--- src/rtl/reg_writeback_queue_pkg.sv ---
// ---------------------------------------------------------------------------
// reg_writeback_queue_pkg
// Shared definitions for the register-file write-back queue:
//   WBQ_AW / WBQ_DW  default register address / data widths
//   WBQ_NREGS        number of architectural registers (8)
//   WBQ_DEPTH        default queue depth
//   wb_entry_t       one queued write-back result {dst, data}
// ---------------------------------------------------------------------------
package reg_writeback_queue_pkg;

   localparam int WBQ_AW    = 3;
   localparam int WBQ_DW    = 8;
   localparam int WBQ_NREGS = 1 << WBQ_AW;
   localparam int WBQ_DEPTH = 4;

   typedef struct packed {
      logic [WBQ_AW-1:0] dst;
      logic [WBQ_DW-1:0] data;
   } wb_entry_t;

endpackage

--- src/rtl/reg_writeback_queue_wbq_fifo.sv ---
// ---------------------------------------------------------------------------
// wbq_fifo
// In-order storage for write-back results: entry array, head/tail pointers
// and occupancy count. Exposes the whole entry array plus a valid mask so the
// parent can run forwarding and pending-bitmap logic over queued entries.
//   clk, reset      clock, asynchronous active-low reset
//   flush           synchronous discard of all entries (beats push and pop)
//   push_valid/reg/data, push_ready   enqueue handshake (ready = not full)
//   pop             retire the head entry this cycle
//   head_reg/data   head entry contents
//   head            head pointer (oldest entry index)
//   ent_reg/data    full entry array
//   valid_mask      bit i set iff entry i lies inside the head..tail window
//   empty           queue holds no entries
// ---------------------------------------------------------------------------
module wbq_fifo #(
   parameter int DEPTH = 4,
   parameter int AW    = 3,
   parameter int DW    = 8
) (
   input  logic                         clk,
   input  logic                         reset,
   input  logic                         flush,
   input  logic                         push_valid,
   input  logic [AW-1:0]                push_reg,
   input  logic [DW-1:0]                push_data,
   output logic                         push_ready,
   input  logic                         pop,
   output logic [AW-1:0]                head_reg,
   output logic [DW-1:0]                head_data,
   output logic [$clog2(DEPTH)-1:0]     head,
   output logic [DEPTH-1:0][AW-1:0]     ent_reg,
   output logic [DEPTH-1:0][DW-1:0]     ent_data,
   output logic [DEPTH-1:0]             valid_mask,
   output logic                         empty
);

   localparam int PW = $clog2(DEPTH);
   localparam int CW = PW + 1;

   logic [PW-1:0] head_q;
   logic [PW-1:0] tail_q;
   logic [CW-1:0] count_q;
   logic          full;
   logic          do_push;
   logic          do_pop;
   logic [PW-1:0] offs;

   assign full       = (count_q == CW'(DEPTH));
   assign empty      = (count_q == '0);
   assign push_ready = ~full;
   // A full queue refuses pushes even when a pop frees a slot this cycle.
   assign do_push    = push_valid & ~full;
   assign do_pop     = pop & ~empty;

   assign head      = head_q;
   assign head_reg  = ent_reg[head_q];
   assign head_data = ent_data[head_q];

   // Entry i is live when its distance from head (mod DEPTH) is below count.
   always_comb begin
      offs       = '0;
      valid_mask = '0;
      for (int i = 0; i < DEPTH; i++) begin
         offs          = PW'(i) - head_q;
         valid_mask[i] = ({1'b0, offs} < count_q);
      end
   end

   always_ff @(posedge clk or negedge reset) begin
      if (!reset) begin
         head_q   <= '0;
         tail_q   <= '0;
         count_q  <= '0;
         ent_reg  <= '0;
         ent_data <= '0;
      end else if (flush) begin
         head_q  <= '0;
         tail_q  <= '0;
         count_q <= '0;
      end else begin
         if (do_push) begin
            ent_reg[tail_q]  <= push_reg;
            ent_data[tail_q] <= push_data;
            tail_q           <= tail_q + 1'b1;
         end
         if (do_pop) begin
            head_q <= head_q + 1'b1;
         end
         count_q <= count_q + CW'(do_push) - CW'(do_pop);
      end
   end

endmodule

--- src/rtl/reg_writeback_queue.sv ---
// ---------------------------------------------------------------------------
// reg_writeback_queue
// Drives the register-file write port from an in-order queue of execute-stage
// results, retiring at most one write per cycle, and offers a forwarding
// lookup plus a pending bitmap over results not yet written.
//   clk, reset                 clock, asynchronous active-low reset
//   wb_valid/reg/data, wb_ready  result intake handshake
//   flush                      discard all queued results
//   rf_hold                    register-file port busy; suppresses retirement
//   RegWrite/Write_reg/Write_data  register-file write port
//   fwd_reg -> fwd_hit/fwd_data    newest queued value for a register
//   pending                    bit r set iff a queued result targets r
//   idle                       queue empty
// ---------------------------------------------------------------------------
module reg_writeback_queue
   import reg_writeback_queue_pkg::*;
#(
   parameter int DEPTH = WBQ_DEPTH,
   parameter int AW    = WBQ_AW,
   parameter int DW    = WBQ_DW
) (
   input  logic                  clk,
   input  logic                  reset,
   input  logic                  wb_valid,
   input  logic [AW-1:0]         wb_reg,
   input  logic [DW-1:0]         wb_data,
   output logic                  wb_ready,
   input  logic                  flush,
   input  logic                  rf_hold,
   output logic                  RegWrite,
   output logic [AW-1:0]         Write_reg,
   output logic [DW-1:0]         Write_data,
   input  logic [AW-1:0]         fwd_reg,
   output logic                  fwd_hit,
   output logic [DW-1:0]         fwd_data,
   output logic [(1<<AW)-1:0]    pending,
   output logic                  idle
);

   localparam int PW = $clog2(DEPTH);

   logic [PW-1:0]           head;
   logic [DEPTH-1:0][AW-1:0] ent_reg;
   logic [DEPTH-1:0][DW-1:0] ent_data;
   logic [DEPTH-1:0]        valid_mask;
   logic                    empty;
   logic [PW-1:0]           idx;

   wbq_fifo #(
      .DEPTH (DEPTH),
      .AW    (AW),
      .DW    (DW)
   ) u_fifo (
      .clk        (clk),
      .reset      (reset),
      .flush      (flush),
      .push_valid (wb_valid),
      .push_reg   (wb_reg),
      .push_data  (wb_data),
      .push_ready (wb_ready),
      .pop        (RegWrite),
      .head_reg   (Write_reg),
      .head_data  (Write_data),
      .head       (head),
      .ent_reg    (ent_reg),
      .ent_data   (ent_data),
      .valid_mask (valid_mask),
      .empty      (empty)
   );

   // The write issues in the same cycle the head is popped, so the head
   // entry still drives the port during a flush cycle.
   assign RegWrite = ~empty & ~rf_hold;
   assign idle     = empty;

   // Walk oldest to newest; a later match overrides, so the newest wins.
   always_comb begin
      idx      = '0;
      fwd_hit  = 1'b0;
      fwd_data = '0;
      for (int k = 0; k < DEPTH; k++) begin
         idx = head + PW'(k);
         if (valid_mask[idx] && (ent_reg[idx] == fwd_reg)) begin
            fwd_hit  = 1'b1;
            fwd_data = ent_data[idx];
         end
      end
   end

   always_comb begin
      pending = '0;
      for (int i = 0; i < DEPTH; i++) begin
         if (valid_mask[i]) begin
            pending[ent_reg[i]] = 1'b1;
         end
      end
   end

endmodule
--- config.mk ---
export PLATFORM = sky130hd
export DESIGN_NAME = reg_writeback_queue
export DESIGN_NICKNAME = d
export VERILOG_FILES = /design/src/rtl/reg_writeback_queue_pkg.sv /design/src/rtl/reg_writeback_queue_wbq_fifo.sv /design/src/rtl/reg_writeback_queue.sv
export SDC_FILE = /design/constraint.sdc
export NUM_CORES = 1
export LEC_CHECK = 0
export BUFFER_PORTS_ARGS = -buffer_cell sky130_fd_sc_hd__buf_2
export CAP_MARGIN = 20
export CORE_MARGIN = 2
export CORE_UTILIZATION = 50
export CTS_BUF_LIST = sky130_fd_sc_hd__clkbuf_4
export CTS_CLUSTER_DIAMETER = 50
export DETAILED_ROUTE_END_ITERATION = 16
export GPL_TIMING_DRIVEN = 0
export PLACE_DENSITY = 0.72
export SYNTH_ARGS = -nofsm -noshare
export SYNTH_HDL_FRONTEND = slang
export SYNTH_HIERARCHICAL = 1
export SYNTH_SLANG_ARGS = --single-unit
--- constraint.sdc ---
create_clock -name clk -period 3.2 [get_ports clk]
set_input_delay 0.48 -clock clk [delete_from_list [all_inputs] [get_ports clk]]
set_output_delay 0.48 -clock clk [all_outputs]
set_load 0.005 [all_outputs]
# Word-level counts from Yosys, hierarchy flattened
# Cells that the tools add are included.
# op_classes
magnitude_cmp	18
n_mux	55
n_addsub	10
reduce_logical	13
div_mod_pow	0
shifts	0
multipliers	0
eq_ne	5
bitwise_logic	10
# op_table
operator	n
8-bit two-way mux	13
8-bit binary-select mux with 2-bit select	4
32-bit bitwise mux	1
3-bit binary-select mux with 2-bit select	4
8-bit OR	3
3-bit two-way mux	6
8-bit demux with 2-bit select	1
3-bit by 4-bit less-than comparator with 1-bit output, second input constant	4
2-bit by 3-bit less-than comparator with 1-bit output, second input constant	5
12-bit bitwise mux	1
1-bit demux with 3-bit select	4
3-bit equality test	4
3-bit by 1-bit greater-or-equal comparator with 1-bit output, second input constant	4
2-bit by 3-bit less-than comparator with 1-bit output	4
1-bit two-way mux	12
1-bit logical AND	9
1-bit binary-select mux with 2-bit select	4
2-bit two-way mux	4
3-bit demux with 2-bit select	1
2-bit by 1-bit adder with 2-bit output, second input constant	2
2-bit adder, second input constant	2
1-bit NOT	4
2-bit nonzero test	2
1-bit by 2-bit subtractor with 2-bit output, first input constant	2
other kinds (8)	11
# totals
mem_bits_ro	0
in_bits	19
latchBits	0
output_inout_bits	31
memories	0
ramBits	0
wordCells	122
regBits	51

# Depth between registers and ports, before layout
# Gate-level depths: netlist of run 1.
# depth
word_depth	11
depth_mapped	14
ltp_nobuf	12

# By module
# The synthesis of run 1 kept the hierarchy.
# modules_own_cells
module	cells_per_inst	instances	area_per_inst_um2
wbq_fifo	171	1	2711.4
reg_writeback_queue	221	1	1960.6

# Least setup slack after synthesis of run 1
# No wires, ideal clock.
# synth_path
path_type	reg2out
startpoint	reg u_fifo.head_q[1], in the netlist u_fifo/head[1]
endpoint	out fwd_data[0]
t_arrival_ns	2.946
slack_ns	-0.226
path_stages_with_launch	14
t_required_ns	2.720
cell_sequence	dfrtp_1 > clkbuf_1 > inv_1 > ha_1 > a21oi_1 > or2_2 > clkbuf_1 > inv_1 > o32ai_2 > nand3_2 > nand2b_1 > clkbuf_1 > nor2_1 > a2111oi_2
# synth_between
elab_chain_len	9
word_cells_on_any_way	47
classes_between	7 x add/sub; 4 x order compare; 4 x eq/ne; 28 x mux; 4 x reduce/logical
# synth_lines
item	line	text
from (decl)	reg_writeback_queue_wbq_fifo.sv:41	logic [PW-1:0] head_q;
from (signal assigned)	reg_writeback_queue_wbq_fifo.sv:88	head_q <= head_q + 1'b1;
2-bit subtractor (*)	reg_writeback_queue_wbq_fifo.sv:65	offs = PW'(i) - head_q;
2-bit by 3-bit less-than comparator with 1-bit output (*)	reg_writeback_queue_wbq_fifo.sv:66	valid_mask[i] = ({1'b0, offs} < count_q);
net valid_mask[3]	reg_writeback_queue.sv:45	logic [DEPTH-1:0] valid_mask;
1-bit binary-select mux with 2-bit select	reg_writeback_queue.sv:83	if (valid_mask[idx] && (ent_reg[idx] == fwd_reg)) begin
1-bit two-way mux (implied by the code)	reg_writeback_queue.sv:83	
1-bit logical AND	reg_writeback_queue.sv:83	
8-bit two-way mux (3 in a row)	reg_writeback_queue.sv:83	
8-bit two-way mux (*)	reg_writeback_queue.sv:83	
to (decl)	reg_writeback_queue.sv:35	output logic [DW-1:0] fwd_data,
# The timed path passes the listed nets; every way through them passes the cells marked *. The select of a mux whose other input is x is not followed.

# Worst setup path in the final report of run 1
# layout_path
startpoint	reg u_fifo.head_q[1], in the netlist u_fifo/head[1]
endpoint	out fwd_data[6]
# layout_between
elab_chain_len	9
word_cells_on_any_way	47
classes_between	7 x add/sub; 4 x order compare; 4 x eq/ne; 28 x mux; 4 x reduce/logical
# layout_lines
item	line
1-bit by 2-bit subtractor with 2-bit output (*)	reg_writeback_queue_wbq_fifo.sv:65
2-bit by 3-bit less-than comparator with 1-bit output (*)	reg_writeback_queue_wbq_fifo.sv:66
net valid_mask[1]	reg_writeback_queue.sv:45
1-bit binary-select mux with 2-bit select	reg_writeback_queue.sv:83
1-bit two-way mux (implied by the code)	reg_writeback_queue.sv:83
1-bit logical AND	reg_writeback_queue.sv:83
8-bit two-way mux (3 in a row)	reg_writeback_queue.sv:83
8-bit two-way mux (*)	reg_writeback_queue.sv:83
# Marks and branches as above.

==> results.tsv, run 1 <==
metric	value	unit
Place WS	-1040	ps
die outline height	101	um
initial antenna violation count	0	
FF-to-FF path depth	13	
critical path peak fanout	5	
placed wire-length estimate	8120	um
Startpoint Class	flop	
syn_nets	422	
via-per-instance ratio	6.53	
CP max stage delay	460	ps
critical path type	flop to output port	
area of the multi-input gates	0.00337	mm2
GP Congestion	0.894	
die area	0.0101	mm2
Post-DRT Antenna Nets	0	
GRT Util Overall	25.5	%
Reg2Reg Setup Slack	540	ps
Worst Max-Slew Pin Slew	647	ps
Power Total	0.00528	W
critical path depth in cells	13	
vias in the first global route	3752	
Min-Delay Path Depth	2	
final wirelength	12800	um
clock root cell	clkbuf_4	
Post-Synth XOR/XNOR Area	3.75	%
DRC	0	
worst setup margin	-483	ps
Pwr Density	921	mW/mm2
outcome	finished, violations left	
first-pass GRT wire length	20000	um
RSZ-0062 raised after global routing	yes	
area delta synth->final	22.7	%
DR vias	3841	
Final Cycle Share	115	%
final hold violations	0	
yosys warns	6	
Arrival @ worst endpoint	3200	ps
IO Count	50	
largest net degree at the start of global routing	41	
Worst Hold End	u_fifo/head[1]	
area share of fa/ha/maj cells after synthesis	3.11	%
Largest delay share family, worst path	compound AO/OA/AOI/OAI gates	
DRT Pass-1 Iters	5	
Primary FF master, synth	dfrtp_1	
layout cell share with drive strength beyond 1	52.2	%
fin crit period	3680	ps
Setup TNS	-3880	ps
DR iter-0 viols	352	
VDD IR max	0.508	mV
Slew headroom	56.9	%
FP Rows	35	
Fillers	714	
CTS tree	built	
Routed WL per cell	21.8	um
CTS clk-pin slew, worst paths	150	ps
Die Span X	101	um
reg2reg end	u_fifo/count_q[2]	
core area	0.00915	mm2
Max Cap Viol	0	
failing checks	setup timing	
TritonCTS Sinks	51	
Initial Utilization	51.0	%
achievable frequency	271	MHz
non-filler cells, final	588	
Buffers on Ports	46	
EDFF count, synth	0	
post-synthesis mux area share	33.8	%
area fraction in compound gates after synthesis	9.27	%
Max H-tree Level	2	
asr flop ratio synth	100	%
later-pin clock latency in the skew report	380	ps
register bit total from synthesis	51	
Final nets	506	
final clock skew	8.24	ps
largest family of logic cells by synthesized area	multiplexers	
total congestion overflow	0	
Syn Inst Count	392	
CP Cell Sequence	clkbuf_16 -> inv_6 -> ha_4 -> a21oi_2 -> o21bai_1 -> buf_4 -> inv_4 -> o32ai_4 -> nand4_1 -> nand2_4 -> nand3b_1 -> a2111oi_2 -> buf_2	
sequential area share after synthesis	27.3	%
CP max stage cell	dfrtp_2	
crit end category	output port	
worst hold start	flush	
data required time at the worst endpoint	2720	ps
Synth Cell Area	0.00467	mm2
Seq. cell area	0.00128	mm2
simple-gate share of the synthesized area	15.9	%
WP buf/inv	5	
Num CTS Buffers	5	
Final Max Tran Viols	0	
reg2reg start	u_fifo/count_q[1]	
worst hold path type	primary input to flop	
CTS max path bufs	2	
Synth cell types	49	
Cell Area, Placed	0.00507	mm2
antenna fix cells	0	
placed insts	550	
max reg flops	32	
syn_area_per_cell	11.9	um2
Setup-failing EPs final	12	
Leak	2.35	nW
final instance area	0.00573	mm2
==> cell usage in the layout (no fill, tap or decap), types with 9 or more instances in the layout <==
cell      count
buf_2        56
buf_4        26
buf_6        11
dfrtp_1      50
inv_1        11
mux2_4       40
mux2i_1       9
mux4_2       36
nand4_1      10
nand4b_1     12
nor2_1       15
nor2b_1      17
xor2_1       13
==> power by group <==
part           internal [W]  switching, W
clock              0.000161      0.000214
sequential         0.000918      0.000454
combinational       0.00196       0.00157
total               0.00304       0.00224
==> stage by stage <==
stage	hold slack [ps]	util, %
after global placement	508	55.1
after detailed placement	383	55.4
after CTS	265	61.0
after floorplan	184	-
final	266	62.7
after global routing	254	62.7
==> repair_timing <==
item | in CTS | in global routing
setup endpoints to repair | 17 | 12
resized for setup | 52 | 23
gates cloned | 2 | 1
setup buffers | 21 | 7
hold buffers | 1 | 0
pin swaps | 22 | 20
hold endpoints to repair | 11 | 0
==> layer usage <==
layer	track usage, %	wire (um)	vias to the layer above
met1	36.5	5430	1973
li1	-	-	1668
met2	41.0	6390	189
met4	5.48	107	0
met3	4.16	912	11
met5	0	0	-
==> cells in the mapped netlist, drive strengths merged (2+ instances only) <==
cell	instances	area, um2
nand2b	7	43.8
a2111oi	14	166
ha	10	125
nand4	11	75.1
dfrtp	51	1280
nand2	11	41.3
a31oi	2	12.5
o2111ai	2	17.5
a211oi	9	67.6
nand3	5	35.0
nand3b	8	60.1
and3	4	45.0
nor3b	8	60.1
inv	15	56.3
nor3	7	35.0
nand4b	12	105
or3	2	12.5
a21oi	16	91.3
mux4	36	811
nor2	15	56.3
nor2b	17	106
clkbuf	9	33.8
xor2	13	114
or2	3	18.8
xnor2	7	61.3
o31ai	2	15.0
o22ai	4	25.0
mux2i	9	90.1
or4	3	22.5
o32ai	2	25.0
mux2	47	679
buf	25	230
==> final cells by class <==
type                       count  area share, %
timing repair buffer          76           8.60
inverter                      15           1.11
sequential                    51           22.3
clock buffer                   5          0.655
multi-input combinational    294           58.7
buffer                        33           5.56
clock inverter                 3          0.676
tap                          111           2.42
==> worst max path at each step <==
| stage | from | to | slack (ps) |
|---|---|---|---|
| floorplan | u_fifo/head[0] | fwd_data[0] | 5 |
| global placement | u_fifo/head[1] | fwd_data[4] | -990 |
| detailed placement | u_fifo/head[1] | fwd_data[4] | -1040 |
| CTS | u_fifo/head[1] | fwd_data[4] | -410 |
| global route | u_fifo/head[0] | fwd_data[4] | -610 |
| finish | u_fifo/head[1] | fwd_data[6] | -480 |
==> cells by family (layout without fill, tap and decap cells) <==
group,count (synthesis),after routing
DFF,51,51
and+or+nand+nor,116,118
muxes,92,92
buffers and inverters,49,132
adders and majority gates,11,11
xor gates and xnor gates,20,20
AOI/OAI and AO/OA,53,53
(Power assumes the default switching activity.)
==> inputs of run 2 (changes only) <==
--- a/config.mk
+++ b/config.mk
@@ -8,12 +8,11 @@
 export BUFFER_PORTS_ARGS = -buffer_cell sky130_fd_sc_hd__buf_2
 export CAP_MARGIN = 20
 export CORE_MARGIN = 2
-export CORE_UTILIZATION = 50
+export CORE_UTILIZATION = 25
 export CTS_BUF_LIST = sky130_fd_sc_hd__clkbuf_4
 export CTS_CLUSTER_DIAMETER = 50
 export DETAILED_ROUTE_END_ITERATION = 16
 export GPL_TIMING_DRIVEN = 0
-export PLACE_DENSITY = 0.72
 export SYNTH_ARGS = -nofsm -noshare
 export SYNTH_HDL_FRONTEND = slang
 export SYNTH_HIERARCHICAL = 1
==> results.tsv, run 2 (synthesized netlist as in run 1, its figures left out) <==
metric	value	unit	change
commonest non-fill, non-tap cell in the layout	buf_2		unchanged
GRT Util Overall	14.4	%	was 25.5%
Setup TNS	-4040	ps	was -3880 ps
failing checks	hold timing, setup timing		was setup timing
sw frac	42.3	%	was 42.4%
CP max stage delay	440	ps	was 460 ps
Pwr Density	927	mW/mm2	was 921 mW/mm2
Arrival @ worst endpoint	3200	ps	about the same
largest net degree at the start of global routing	35		was 41
DR iter-0 viols	346		was 352
Internal Power	0.00319	W	was 0.00304 W
outcome	finished, violations left		unchanged
Buffers on Ports	46		unchanged
cts hold-fix bufs	0		was 1
later-pin clock latency in the skew report	410	ps	was 380 ps
clock root cell	clkbuf_4		unchanged
IO Count	50		unchanged
RSZ-0062 raised after global routing	yes		unchanged
CTS clk-pin slew, worst paths	170	ps	was 150 ps
TritonCTS Sinks	51		unchanged
placed wire-length estimate	9680	um	was 8120 um
Seq pwr share	24.9	%	was 26.0%
Die Span X	141	um	was 101 um
clock share of power	8.5	%	was 7.1%
DRC	0		unchanged
final hold violations	12		was 0
data required time at the worst endpoint	2720	ps	about the same
fin crit period	3680	ps	about the same
final wirelength	14400	um	was 12800 um
Fillers	1795		was 714
CTS max path bufs	2		unchanged
Finished Core Util	32.9	%	was 62.7%
Slew headroom	64.3	%	was 56.9%
Largest delay share family, worst path	compound AO/OA/AOI/OAI gates		unchanged
Setup-failing EPs final	12		unchanged
achievable frequency	272	MHz	was 271 MHz
Max Cap Viol	0		unchanged
critical path peak fanout	5		unchanged
Final nets	500		was 506
worst setup margin	-480	ps	was -483 ps
CTS tree	built		unchanged
DR vias	3808		was 3841
Initial Utilization	25.7	%	was 51.0%
Routed WL per cell	20.5	um	was 21.8 um
Max H-tree Level	2		unchanged
DRT Pass-1 Iters	5		unchanged
Min Hold Slack	-4.52	ps	was 266 ps
Combinational Power Share	66.5	%	was 66.9%
max reg flops	32		unchanged
Worst Max-Slew Pin Slew	536	ps	was 647 ps
GP Congestion	0.808		was 0.894
die area	0.0198	mm2	was 0.0101 mm2
antenna fix cells	0		unchanged
die outline height	141	um	was 101 um
layout cell share with drive strength beyond 1	54.1	%	was 52.2%
critical path type	flop to output port		unchanged
vias in the first global route	3884		was 3752
initial antenna violation count	1		was 0
crit end category	output port		unchanged
Sw Pwr	0.00234	W	was 0.00224 W
WP buf/inv	4		was 5
core area	0.0181	mm2	was 0.00915 mm2
commonest non-fill, non-tap cells in the layout	buf_2 (55), dfrtp_1 (50), mux2_4 (40)		was buf_2 (56), dfrtp_1 (50), mux2_4 (40)
Final Max Tran Viols	0		unchanged
Final Cycle Share	115	%	about the same
CP max stage cell	dfrtp_1		was dfrtp_2
final clock skew	27.5	ps	was 8.24 ps
first-pass GRT wire length	22600	um	was 20000 um
Startpoint Class	flop		unchanged
CP Cell Sequence	buf_8 -> buf_12 -> xnor2_4 -> ha_1 -> a21oi_1 -> or2_4 -> nand2b_4 -> o22ai_4 -> nand3_2 -> a21oi_4 -> buf_6 -> a21oi_2 -> a2111oi_4 -> buf_2		was clkbuf_16 -> inv_6 -> ha_4 -> a21oi_2 -> o21bai_1 -> buf_4 -> inv_4 -> o32ai_4 -> nand4_1 -> nand2_4 -> nand3b_1 -> a2111oi_2 -> buf_2
area delta synth->final	27.8	%	was 22.7%
VDD IR max	0.310	mV	was 0.508 mV
Post-DRT Antenna Nets	0		unchanged
total congestion overflow	0		unchanged
Leak	2.35	nW	about the same
Num CTS Buffers	5		unchanged
via-per-instance ratio	5.44		was 6.53
worst hold path type	primary input to async pin		was primary input to flop
FP Rows	49		was 35
-- run 2: cell count changes in the layout (fill, tap and decap cells not counted), moves of 2 or more --
cell	delta
inv_2	+2
a2111oi_4	+5
a21oi_2	+2
nand2_2	+2
a2111oi_1	-3
a2111oi_0	-2
buf_4	-5
-- run 2: worst paths after layout --
kind | start | endpoint | slack, ps | cells past startpoint
max | u_fifo/head[0] | fwd_data[0] | -480 | 14
max reg2reg | u_fifo/count_q[1] | u_fifo/count_q[2] | 410 | 13
min | reset | u_fifo/ent_data[11] | -5 | 1
min reg2reg | u_fifo/ent_reg[4] | u_fifo/ent_reg[4] | 550 | 1
max in group asynchronous | reset | u_fifo/head[1] | 2620 | 2
min in group clk | flush | u_fifo/head[1] | 270 | 2
-- run 2: repair_timing --
action	4_1_cts	5_1_grt
pin swaps	20	27
resized for setup	64	28
setup endpoints to repair	17	12
cloned	1	2
setup buffers	18	6
-- run 2: layout make-up --
type / count / area [um2] / area share (%)
Clock inverter: 2 / 60.1 / 1.01
Tap cell: 229 / 287 / 4.80
Clock buffer: 6 / 45.0 / 0.755
Inverter: 15 / 58.8 / 0.985
Multi-Input combinational cell: 294 / 3460 / 58.0
Timing Repair Buffer: 70 / 460 / 7.71
Buffer: 33 / 317 / 5.30
Sequential cell: 51 / 1280 / 21.4
-- run 2: power groups by stage --
stage / Sequential (W) / Combinational (W) / Clock (W)
final: 0.00138 / 0.00368 / 0.000472
after global routing: 0.00144 / 0.00394 / 0.000501
after CTS: 0.00136 / 0.00343 / 0.000477
after detailed placement: 0.00137 / 0.00293 / 0
after global placement: 0.00132 / 0.00285 / 0
after floorplan: 0.00120 / 0.00215 / 0
-- run 2: through the flow --
stage | area, um2 | total power, W | worst slack, ps | std cells | hold slack [ps]
2_1_floorplan | 4680 | 0.00335 | 5.04 | 392 | 184
3_3_place_gp | 5190 | 0.00417 | -1130 | 667 | 509
3_5_place_dp | 5220 | 0.00430 | -1220 | 668 | 458
4_1_cts | 5800 | 0.00527 | -477 | 694 | 6.24
5_1_grt | 5970 | 0.00588 | -643 | 700 | 23.7
6_report | 5970 | 0.00553 | -480 | 700 | -4.52
-- run 2: routing by layer --
layer	up-vias	global-route usage (%)	wire (um)
met5	-	0	16
met4	2	4.00	281
met3	26	2.07	768
met2	154	24.0	6980
met1	1954	19.7	6340
li1	1672	-	-
